<file path="src/rtl/pipe_ctrl.sv">
// rtl/pipe_ctrl.sv - pipeline stall merge, exception/ERET redirect sequencing, stall counter and watchdog
module pipe_ctrl #(
  parameter logic [31:0] EXC_VECTOR = 32'hBFC00380,
  parameter logic [31:0] ERET_CODE  = 32'h0000000E,
  parameter int          WDOG_LIMIT = 4096,
  parameter int          CNT_W      = 32
) (
  input  logic             clk,
  input  logic             rst,
  input  logic             stallreq_from_if,
  input  logic             stallreq_from_id,
  input  logic             stallreq_from_ex,
  input  logic             stallreq_from_mem,
  input  logic [31:0]      excepttype_i,
  input  logic [31:0]      cp0_epc_i,
  output logic [5:0]       stall,
  output logic             flush,
  output logic [31:0]      new_pc,
  output logic             redirect_valid,
  output logic [CNT_W-1:0] stall_cnt,
  output logic             wdog_err
);

  localparam int WD_W = $clog2(WDOG_LIMIT + 1);
  localparam logic [WD_W-1:0] WD_MAX  = WD_W'(WDOG_LIMIT);
  localparam logic [WD_W-1:0] WD_LAST = WD_W'(WDOG_LIMIT - 1);

  typedef enum logic {
    ST_RUN      = 1'b0,
    ST_REDIRECT = 1'b1
  } state_t;

  state_t           r_state;
  logic [31:0]      r_redir_pc;
  logic [CNT_W-1:0] r_stall_cnt;
  logic [WD_W-1:0]  r_wdog_cnt;
  logic             r_wdog_err;

  logic             w_exc_take;
  logic [31:0]      w_exc_pc;
  logic [5:0]       w_stall;
  logic             w_flush;
  logic [31:0]      w_new_pc;
  logic             w_redirect_valid;

  // An exception waits for a quiet MEM stage so the faulting access has settled
  assign w_exc_take = (r_state == ST_RUN) && (excepttype_i != 32'd0) && !stallreq_from_mem;
  assign w_exc_pc   = (excepttype_i == ERET_CODE) ? cp0_epc_i : EXC_VECTOR;

  // Combinational stall/flush/redirect outputs; everything is held at zero during reset
  always_comb begin
    w_stall          = 6'b000000;
    w_flush          = 1'b0;
    w_new_pc         = 32'd0;
    w_redirect_valid = 1'b0;
    if (!rst) begin
      if (r_state == ST_REDIRECT) begin
        // Downstream stages were flushed, so only IF can hold the redirect
        w_stall          = {4'b0000, stallreq_from_if, stallreq_from_if};
        w_new_pc         = r_redir_pc;
        w_redirect_valid = 1'b1;
      end else if (w_exc_take) begin
        w_flush          = 1'b1;
        w_new_pc         = w_exc_pc;
        w_redirect_valid = 1'b1;
      end else if (stallreq_from_mem) begin
        w_stall = 6'b011111;
      end else if (stallreq_from_ex) begin
        w_stall = 6'b001111;
      end else if (stallreq_from_id) begin
        w_stall = 6'b000111;
      end else if (stallreq_from_if) begin
        w_stall = 6'b000011;
      end
    end
  end

  assign stall          = w_stall;
  assign flush          = w_flush;
  assign new_pc         = w_new_pc;
  assign redirect_valid = w_redirect_valid;
  assign stall_cnt      = r_stall_cnt;
  assign wdog_err       = r_wdog_err;

  // Redirect FSM plus stall-cycle counter and sticky watchdog
  always_ff @(posedge clk) begin
    if (rst) begin
      r_state     <= ST_RUN;
      r_redir_pc  <= 32'd0;
      r_stall_cnt <= '0;
      r_wdog_cnt  <= '0;
      r_wdog_err  <= 1'b0;
    end else begin
      case (r_state)
        ST_RUN: begin
          if (w_exc_take) begin
            r_redir_pc <= w_exc_pc;
            r_state    <= ST_REDIRECT;
          end
        end
        ST_REDIRECT: begin
          if (!stallreq_from_if) begin
            r_state <= ST_RUN;
          end
        end
        default: r_state <= ST_RUN;
      endcase

      if (w_stall != 6'b000000) begin
        r_stall_cnt <= r_stall_cnt + CNT_W'(1);
      end

      if (w_stall[0]) begin
        if (r_wdog_cnt != WD_MAX) begin
          r_wdog_cnt <= r_wdog_cnt + WD_W'(1);
        end
        if (r_wdog_cnt == WD_LAST) begin
          r_wdog_err <= 1'b1;
        end
      end else begin
        r_wdog_cnt <= '0;
      end
    end
  end

endmodule

</file>
<file path="config.mk">
export PLATFORM = sky130hd
export DESIGN_NAME = pipe_ctrl
export DESIGN_NICKNAME = d
export VERILOG_FILES = /design/src/rtl/pipe_ctrl.sv
export SDC_FILE = /design/constraint.sdc
export NUM_CORES = 1
export LEC_CHECK = 0
export ABC_AREA = 1
export CAP_MARGIN = 20
export CORE_AREA = 2 2 108 110
export DETAILED_ROUTE_END_ITERATION = 12
export DIE_AREA = 0 0 110 112
export PLACE_DENSITY = 0.81
export SYNTH_ARGS = -nofsm -noshare
export SYNTH_HDL_FRONTEND = slang
export SYNTH_SLANG_ARGS = --single-unit
</file>
<file path="constraint.sdc">
create_clock -name clk -period 1.8 [get_ports clk]
set_input_delay 0.36 -clock clk [delete_from_list [all_inputs] [get_ports clk]]
set_output_delay 0.36 -clock clk [all_outputs]
set_load 0.03 [all_outputs]
</file>
==> metrics.md, run 1 <==
| Metric | Value |
|---|---|
| Slew of the pin with the lowest slew margin | 0.554 ns |
| Kind of critical path | input pin to output port |
| Maxcap violations | 0 |
| CTS tree | done |
| Avg WL per Cell | 17.3 µm |
| Global route total overflow | 0 |
| Crit start category | input pin |
| Via count | 5678 |
| Syn_area_per_cell | 6.54 µm² |
| Critical Path RT | 1.44 ns |
| Core area | 11200 µm² |
| Initial antenna violation count | 0 |
| Top-count cell post-synth | nand2_1 |
| Number of buffers inserted by port buffering | 141 |
| GR Util All Layers | 25.8% |
| Num CTS Buffers | 9 |
| Share of cells above drive strength 1 | 33.3% |
| Crit path capture type | output port |
| Number of distinct library cells after synthesis | 27 |
| Clock transition at the registers of the reported paths | 0.07 ns |
| Die footprint | 12300 µm² |
| Ys flop type | dfxtp_1 |
| Ys Warns | 0 |
| Synth top area share | 36.4% |
| Async set-or-reset flop fraction in the synthesized netlist | 0% |
| Unrepaired setup endpoints after global routing | true |
| Status | finished with violations |
| CTS Buffer Depth | 2 |
| HP Class | input pin to register |
| Violated checks | negative setup slack |
| Rel. slew slack | 62.7% |
| Hold Crit Depth | 4 |
| Remaining antenna violation count after routing | 0 |
| DPL Wire Length | 10100 µm |
| R2R Setup Slk | -0.34 ns |
| 1st-iter DRT viols | 411 |
| Seq/Total Area, Yosys | 36.4% |
| Top cells by area, synth | dfxtp_1 36%, nand2_1 16%, a21oi_1 12%, nor2_1 6.0%, nand3_1 4.6% |
| Placed cell count | 961 |
| Commonest cells post-synth | 183 x nand2_1, 103 x a21oi_1, 79 x dfxtp_1 |
| R2r startpoint | r_state$_SDFF_PP0_ |
| Post-Synthesis Cells | 665 |
| Final Util | 68.6% |
| Fill cells | 802 |
| FF/Latch Area | 1590 µm² |
| Clk Latency, worst-skew pair | 0.34 ns |
| PnR worst setup slack | -0.541 ns |
| Maximum vdd drop | 606 µV |
| Sink Count | 79 |
| H-tree depth | 3 |
| Critical Path Start | excepttype_i[7] |
| Pwr dens | 641 nW/µm² |
| Vias in the first global route | 5335 |
| GPL Wtd Cong | 0.977 |
| Die height | 112 µm |
| Synth Cell Area | 4350 µm² |
| Pleak | 2.94 nW |
| # setup viols final | 98 |
| Post-Layout Cell Count | 1037 |
| Worst Hold Path EP | stall_cnt[1]$_SDFFE_PP0P_ |
| Row cnt | 39 |
| Worst-case reg-to-reg path depth | 13 |
| Nets | 962 |
| Final hold violations | 0 |
| Arr. time, crit path | 1.98 ns |
| Hold Buf Count CTS | 0 |
| Post-route clock period utilization | 130% |
| TritonRoute pass-1 iters | 5 |
| Max-slew violations | 0 |
| Initial Util | 38.9% |
| CP Max Fanout | 6 |
| F_max | 427 MHz |
| First-pass GRT wire length | 25400 µm |
| CTS Root Cell | clkbuf_16 |
| Largest net degree at the start of global routing | 57 |
| Die Span X | 110 µm |
| Synth area leader | dfxtp_1 |
| Post-Syn Nets | 738 |
| DRC Markers | 0 |
| Post-synth EDFFs | 0 |
| Synth Register Bits | 79 |
| I/O pin count | 143 |
| ANT cells | 0 |
| Skew final | 0.00747 ns |
| WL final | 18000 µm |
| Area of the multi-input gates | 3000 µm² |
| RR Endpoint | r_redir_pc[3]$_SDFFE_PP0N_ |
| Via/cell ratio | 5.48 |
| Layout overhead on the synthesized area | 76.3% |
| Min-delay src | rst |
| Tmin final | 2.34 ns |
==> timing repair <==
action,in CTS,in global routing
cloned,1,2
pin swaps,45,32
setup endpoints to repair,142,92
resized for setup,216,83
buffers inserted,50,12
==> per-layer routing <==
layer,track usage (%),part of all wire (%)
met4,9.62,4.0
met5,0,0
met3,6.03,7.9
met1,29.7,37
met2,45.4,51
==> layout by cell type (no fill, tap or decap), types with 3 or more instances in the layout <==
cell type	n
a21oi_1	65
a21oi_2	17
a21oi_4	21
buf_12	13
buf_2	15
buf_4	93
buf_6	56
bufinv_16	3
clkbuf_16	11
clkdlybuf4s50_1	42
clkinvlp_4	4
dfxtp_1	75
dfxtp_2	4
dlygate4sd2_1	26
ha_1	3
inv_1	31
nand2_1	175
nand2_2	7
nand3_1	40
nand3b_1	5
nand4_1	29
nor2_1	49
nor2_2	14
nor2_4	7
nor3_1	17
nor3_2	3
o21ai_2	10
o21ai_4	3
or2_2	4
xnor2_1	9
xor2_1	22
==> through the flow <==
| step | setup TNS (ns) | area, µm² | hold slack [ns] | setup WS, ns | power, W |
|---|---|---|---|---|---|
| finish | -22.84 | 7670 | 0.393 | -0.541 | 0.00492 |
| global route | -30.12 | 7670 | 0.413 | -0.591 | 0.00503 |
| CTS | -11.94 | 7250 | 0.378 | -0.342 | 0.00474 |
| detailed placement | -79.72 | 6440 | 0.442 | -0.887 | 0.00257 |
| global placement | -71.12 | 6440 | 0.440 | -0.792 | 0.00256 |
| floorplan | -2.29 | 4700 | 0.446 | -0.139 | 0.00222 |
==> state kept, by name, indices dropped and copies added (netlist names) <==
name and flops:
wdog_err 1, r_wdog_cnt 13, stall_cnt 32, r_redir_pc 32, r_state 1
==> critical path, stage by stage <==
cell,delay (ns)
buf_6,0.09
nor2_2,0.17
nand2_2,0.11
nor2_2,0.15
nand2_2,0.09
o21ai_4,0.28
inv_4,0.11
buf_6,0.16
buf_12,0.12
nor3_4,0.16
buf_6,0.17
==> where the power goes <==
| group | switching [W] | total [W] | internal [W] |
|---|---|---|---|
| Clock | 0.000774 | 0.00217 | 0.00139 |
| Sequential | 0.0000277 | 0.00181 | 0.00178 |
| Combinational | 0.000496 | 0.000935 | 0.000439 |
==> final cells by class <==
class / count / area share [%]
flip-flops and latches: 79 / 20.7
clock buffers: 11 / 3.17
clock inverters: 5 / 1.37
repair buffers: 250 / 31.4
inverters: 36 / 1.91
multi-input cells: 512 / 39.1
well taps: 143 / 2.33
repair inverters: 1 / 0.0979
==> kinds of logic after synthesis <==
| group | count (synthesis) | synth area share, % |
|---|---|---|
| other cells | 1 | 0.0862 |
| simple gates | 359 | 35.7 |
| buf+inv | 74 | 6.85 |
| flops | 79 | 36.4 |
| fa+ha+maj | 3 | 0.863 |
| compound gates | 118 | 13.9 |
| xor+xnor | 31 | 6.24 |
==> worst max path at each step <==
stage | to | depth (start not counted)
after floorplan | stall[3] | 8
after global placement | new_pc[10] | 11
after detailed placement | new_pc[12] | 11
after CTS | new_pc[22] | 11
after global routing | stall[3] | 11
final | stall[3] | 11
Note: power is estimated with default switching activity, not from simulation.
==> inputs of run 2 (changes only) <==
--- a/config.mk
+++ b/config.mk
@@ -10,7 +10,7 @@
 export CORE_AREA = 2 2 108 110
 export DETAILED_ROUTE_END_ITERATION = 12
 export DIE_AREA = 0 0 110 112
-export PLACE_DENSITY = 0.81
+export PLACE_DENSITY = 0.73
 export SYNTH_ARGS = -nofsm -noshare
 export SYNTH_HDL_FRONTEND = slang
 export SYNTH_SLANG_ARGS = --single-unit
==> constraint.sdc (replaced) <==
create_clock -name clk -period 1.97 [get_ports clk]
set_input_delay 0.394 -clock clk [delete_from_list [all_inputs] [get_ports clk]]
set_output_delay 0.394 -clock clk [all_outputs]
set_load 0.03 [all_outputs]
==> metrics.md, run 2 (synthesized netlist as in run 1, its figures left out) <==
| Metric | Value |
|---|---|
| Status | finished with violations |
| Violated checks | negative setup slack |
| H-tree depth | 3 (unchanged) |
| Tmin final | 2.25 ns |
| GPL Wtd Cong | 0.914 (-6.4%) |
| Maximum vdd drop | 338 µV (-44%) |
| WL final | 15800 µm (-12%) |
| Max-slew violations | 0 (unchanged) |
| GR Util All Layers | 24.6% (-1.2 points) |
| Largest net degree at the start of global routing | 78 (+37%) |
| Worst path buffer plus inverter count | 6 (+1) |
| Num CTS Buffers | 9 (unchanged) |
| Hold Buf Count CTS | 0 (unchanged) |
| CTS Buffer Depth | 2 (unchanged) |
| Core area | 11200 µm² (unchanged) |
| Pwr dens | 547 nW/µm² (-15%) |
| Min-delay src | rst |
| Clk Latency, worst-skew pair | 0.33 ns (about the same) |
| # setup viols final | 40 (-59%) |
| RR Endpoint | r_redir_pc[2]$_SDFFE_PP0N_ |
| ANT cells | 0 (unchanged) |
| Row cnt | 39 (unchanged) |
| Die Span X | 110 µm (unchanged) |
| Kind of critical path | input pin to output port |
| HP Class | input pin to register |
| Die height | 112 µm (unchanged) |
| Most frequent cells in the layout | 178 x nand2_1, 83 x buf_4, 78 x dfxtp_1, 68 x a21oi_1, 65 x clkdlybuf4s50_1 |
| R2R Setup Slk | -0.13 ns (+0.21 ns) |
| Pleak | 2.82 nW (-4.3%) |
| Worst-case reg-to-reg path depth | 13 (unchanged) |
| Critical Path Max Stage Delay | 0.19 ns (-0.09 ns) |
| Remaining antenna violation count after routing | 0 (unchanged) |
| Sink Count | 79 (unchanged) |
| Unrepaired setup endpoints after global routing | true |
| Worst Hold Path EP | r_state$_SDFF_PP0_ |
| Fill cells | 904 (+13%) |
| DRC Markers | 0 (unchanged) |
| Crit path capture type | output port |
| Maxcap violations | 0 (unchanged) |
| Die footprint | 12300 µm² (unchanged) |
| R2r startpoint | r_state$_SDFF_PP0_ |
| First-pass GRT wire length | 24300 µm (-4.3%) |
| Number of buffers inserted by port buffering | 141 (unchanged) |
| Via count | 5374 (-5.4%) |
| Post-route clock period utilization | 114% |
| CP Max Fanout | 5 (-1) |
| Largest delay share family, worst path | buffers and inverters |
| Initial Util | 38.9% (unchanged) |
| Layout overhead on the synthesized area | 72.2% |
| DPL Wire Length | 10300 µm (+1.9%) |
| Final setup TNS | -8.59 ns (+14.24 ns) |
| Initial antenna violation count | 0 (unchanged) |
| TritonRoute pass-1 iters | 5 (unchanged) |
| I/O pin count | 143 (unchanged) |
| Critical path's slowest cell | o21ai_4 |
| Avg WL per Cell | 15.4 µm (-11%) |
| Crit start category | input pin |
| Arr. time, crit path | 1.86 ns (-0.12 ns) |
| Place WS | -0.696 ns (+0.191 ns) |
| F_max | 444 MHz |
| Via/cell ratio | 5.23 (-4.4%) |
| CTS tree | done |
| Commonest non-fill, non-tap cell in the layout | nand2_1 |
| Critical Path RT | 1.58 ns (+0.14 ns) |
| Share of cells above drive strength 1 | 30.5% (-2.8 points) |
| Clock transition at the registers of the reported paths | 0.06 ns (about the same) |
| Hold Crit Depth | 3 (-1) |
| Nets | 952 (-1.0%) |
| PnR worst setup slack | -0.282 ns (+0.259 ns) |
| Skew final | 0.00472 ns (-0.00274 ns) |
| Global route total overflow | 0 (unchanged) |
| Final hold violations | 0 (unchanged) |
| 1st-iter DRT viols | 337 (-18%) |
| CTS Root Cell | clkbuf_16 |
| Cell breakdown of the critical path | buf_2, nor2_4, nand2_1, nor2_1, nand2_1, o21ai_4, buf_6, inv_8, buf_12, buf_16, o21ai_4, a21oi_2, buf_6 |
| Vias in the first global route | 5184 (-2.8%) |
[run 2: cell count changes in the layout (fill, tap and decap cells not counted), sizes merged]
cell	change
dlygate4sd2	-25
inv	+2
clkinvlp	-3
clkinv	+3
clkdlybuf4s50	+23
buf	-10
bufinv	-2
dlymetal6s2s	+2
[run 2: metrics by stage]
stage	utilization (%)	hold WS, ns	total power [W]	std cells	area, µm²
4_1_cts	64.5	0.366	0.00404	1021	7200
2_1_floorplan	-	0.446	0.00201	665	4600
5_1_grt	67.0	0.370	0.00423	1027	7490
6_report	67.0	0.366	0.00410	1027	7490
3_5_place_dp	56.6	0.446	0.00231	961	6320
3_3_place_gp	56.6	0.439	0.00230	961	6320
[run 2: timing repair]
action / CTS / global route
pin swaps: 24 / 39
endpoints found under the setup margin: 85 / 84
gates resized for setup: 208 / 58
setup buffers: 42 / 12
cloned: 2 / 3
[run 2: tightest hold or removal path: cells and delay by family]
family	cells	cell delay, ns
AO/OA/AOI/OAI	2	0.14
buffers and inverters	1	0.12
[run 2: layout make-up]
| cell class | count | area [µm²] | area share [%] |
|---|---|---|---|
| inverter | 36 | 143 | 1.90 |
| clock inverter | 6 | 61.3 | 0.819 |
| multi-input combinational | 512 | 2930 | 39.2 |
| timing repair buffer | 241 | 2360 | 31.5 |
| tap | 143 | 179 | 2.39 |
| sequential | 79 | 1580 | 21.1 |
| clock buffer | 10 | 229 | 3.06 |
[run 2: worst max-delay path by stage]
stage                startpoint  depth (start not counted)         end
6_report        excepttype_i[6]                         13  new_pc[23]
5_1_grt         excepttype_i[5]                         12   new_pc[2]
4_1_cts        excepttype_i[29]                         13  new_pc[23]
3_5_place_dp   excepttype_i[23]                         11  new_pc[29]
3_3_place_gp    excepttype_i[3]                          9  new_pc[29]
2_1_floorplan  excepttype_i[15]                          8    stall[3]
[run 2: report_power, final]
group	switching (W)	internal [W]	total, W
clock network	0.000677	0.000978	0.00166
registers	0.0000223	0.00163	0.00165
logic	0.000420	0.000372	0.000792
[run 2: layer usage]
metal  up-vias  part of all wire [%]  global-route usage, %
li1       2631                     -                      -
met1      2508                    40                   30.3
met2       196                    51                   42.7
met3        39                   6.1                   4.04
met4         0                   2.5                   8.44
met5         -                     0                      0
==> inputs of run 3 (changes only) <==
--- a/config.mk
+++ b/config.mk
@@ -10,7 +10,7 @@
 export CORE_AREA = 2 2 108 110
 export DETAILED_ROUTE_END_ITERATION = 12
 export DIE_AREA = 0 0 110 112
-export PLACE_DENSITY = 0.73
+export PLACE_DENSITY = 0.81
 export SYNTH_ARGS = -nofsm -noshare
 export SYNTH_HDL_FRONTEND = slang
 export SYNTH_SLANG_ARGS = --single-unit
==> constraint.sdc (replaced) <==
create_clock -name clk -period 1.97 [get_ports clk]
set_input_delay 0.197 -clock clk [delete_from_list [all_inputs] [get_ports clk]]
set_output_delay 0.197 -clock clk [all_outputs]
set_load 0.03 [all_outputs]
==> metrics.md, run 3 (synthesized netlist as in run 1, its figures left out) <==
| Metric | Value |
|---|---|
| Cell internal pwr | 0.00316 W (+6.1%) |
| Die footprint | 12300 µm² (unchanged) |
| DRC Markers | 0 (unchanged) |
| ANT cells | 0 (unchanged) |
| HP Class | input pin to register |
| Row cnt | 39 (unchanged) |
| Avg WL per Cell | 13.8 µm (-11%) |
| Crit start category | input pin |
| Max-slew violations | 0 (unchanged) |
| Clock transition at the registers of the reported paths | 0.06 ns (about the same) |
| FF/Latch Area | 1580 µm² (about the same) |
| GR Util All Layers | 22.7% (-1.9 points) |
| Global route total overflow | 0 (unchanged) |
| Skew final | 0.00638 ns (+0.00166 ns) |
| Via/cell ratio | 5.10 (-2.6%) |
| Kind of critical path | input pin to output port |
| RR Endpoint | r_redir_pc[15]$_SDFFE_PP0N_ |
| Pwr dens | 620 nW/µm² (+13%) |
| CTS Root Cell | clkbuf_16 |
| GPL Wtd Cong | 0.968 (+5.9%) |
| Sink Count | 79 (unchanged) |
| CTS tree | done |
| 1st-iter DRT viols | 261 (-23%) |
| F_max | 524 MHz (+18%) |
| Final Util | 60.8% (-6.2 points) |
| Critical Path RT | 1.77 ns (+0.19 ns) |
| Maxcap violations | 0 (unchanged) |
| Num CTS Buffers | 9 (unchanged) |
| Min-delay src | rst |
| Share of cells above drive strength 1 | 19.1% (-11 points) |
| Comb power frac | 15.5% (-3.8 points) |
| DPL Wire Length | 10100 µm (-2.2%) |
| Flop pwr share | 39.2% (-1.1 points) |
| H-tree depth | 3 (unchanged) |
| Final hold violations | 0 (unchanged) |
| Worst Hold Path EP | r_redir_pc[16]$_SDFFE_PP0N_ |
| Initial Util | 38.9% (unchanged) |
| Slew of the pin with the lowest slew margin | 0.490 ns |
| Vias in the first global route | 4746 (-8.4%) |
| CP Max Fanout | 6 (+1) |
| CTS Buffer Depth | 2 (unchanged) |
| Pleak | 2.54 nW (-9.9%) |
| Most frequent cells in the layout | 182 x nand2_1, 81 x a21oi_1, 79 x dfxtp_1, 76 x buf_4, 69 x clkdlybuf4s50_1 |
| # setup viols final | 0 (-100%) |
| Clock power frac | 45.3% (+4.9 points) |
| Sw frac | 25.0% (-2.3 points) |
| Remaining antenna violation count after routing | 0 (unchanged) |
| Die Span X | 110 µm (unchanged) |
| Commonest non-fill, non-tap cell in the layout | nand2_1 |
| Number of buffers inserted by port buffering | 141 (unchanged) |
| First-pass GRT wire length | 22400 µm (-7.9%) |
| Area of the multi-input gates | 2610 µm² (-11%) |
| TritonRoute pass-1 iters | 5 (unchanged) |
| Maximum vdd drop | 479 µV (+42%) |
| Critical Path Start | stallreq_from_mem |
| R2r startpoint | r_state$_SDFF_PP0_ |
| Status | finished clean |
| Largest net degree at the start of global routing | 41 (-47%) |
| Fill cells | 983 (+8.7%) |
| Clk Latency, worst-skew pair | 0.34 ns (about the same) |
| Unrepaired setup endpoints after global routing | true |
| Arr. time, crit path | 1.71 ns (-0.15 ns) |
| WHS | 0.204 ns (-0.162 ns) |
| Initial antenna violation count | 0 (unchanged) |
| Worst-case reg-to-reg path depth | 11 (-2) |
| Switching pwr | 0.00105 W (-5.8%) |
| Hold Crit Depth | 2 (-1) |
| I/O pin count | 143 (unchanged) |
| Via count | 5041 (-6.2%) |
| Post-route clock period utilization | 96.8% (-18 points) |
| Die height | 112 µm (unchanged) |
| Core area | 11200 µm² (unchanged) |
| Rel. slew slack | 67.1% |
| Crit path capture type | output port |
| Tmin final | 1.91 ns (-0.345 ns) |
| Layout overhead on the synthesized area | 56.3% |
| Nets | 914 (-4.0%) |
| WL final | 13600 µm (-14%) |
| R2R Setup Slk | 0.18 ns (+0.31 ns) |
-- run 3: layout make-up --
cell class | count | area share, %
Timing Repair Buffer | 203 | 28.7
Sequential cell | 79 | 23.3
Clock inverter | 6 | 1.60
Tap cell | 143 | 2.63
Inverter | 36 | 2.02
Clock buffer | 10 | 3.37
Multi-Input combinational cell | 512 | 38.5
-- run 3: how the worst max path moves through the flow --
| stage | endpoint | depth (start not counted) |
|---|---|---|
| floorplan | stall[3] | 8 |
| global placement | flush | 9 |
| detailed placement | flush | 9 |
| CTS | new_pc[0] | 8 |
| global route | new_pc[7] | 11 |
| finish | new_pc[0] | 8 |
-- run 3: layer usage --
metal | part of all wire (%) | track usage (%)
met1 | 40 | 27.3
met4 | 1.6 | 7.59
met2 | 49 | 38.9
met3 | 9.0 | 5.80
met5 | 0 | 0
-- run 3: worst max-delay path: stages --
cell and delay, ns:
clkdlybuf4s50_1 0.46, nor2_4 0.16, o21ai_4 0.09, inv_4 0.12, buf_6 0.14, nand4_1 0.15, a21oi_2 0.22, buf_6 0.16
-- run 3: metrics by stage --
step | setup WS (ns) | instance area [µm²] | power, W | cells | setup TNS [ns]
after floorplan | 0.00328 | 4420 | 0.00198 | 665 | 0
after global placement | -0.228 | 6290 | 0.00230 | 963 | -6.13
after detailed placement | -0.250 | 6290 | 0.00231 | 963 | -10.24
after CTS | 0.0189 | 6770 | 0.00424 | 988 | 0
after global routing | -0.00595 | 6800 | 0.00437 | 989 | -0.0112
final | 0.0633 | 6800 | 0.00422 | 989 | 0
-- run 3: what timing repair did --
action,CTS,global route
cloned,2,0
gates resized for setup,78,7
pin swaps,32,4
setup endpoints to repair,38,26
hold buffers,0,0
buffers inserted,8,1
-- run 3: power by group through the flow --
stage	Combinational [W]	Clock, W	Sequential [W]
4_1_cts	0.000650	0.00194	0.00165
3_5_place_dp	0.000623	0	0.00169
2_1_floorplan	0.000294	0	0.00169
6_report	0.000653	0.00191	0.00165
5_1_grt	0.000705	0.00200	0.00166
3_3_place_gp	0.000618	0	0.00169
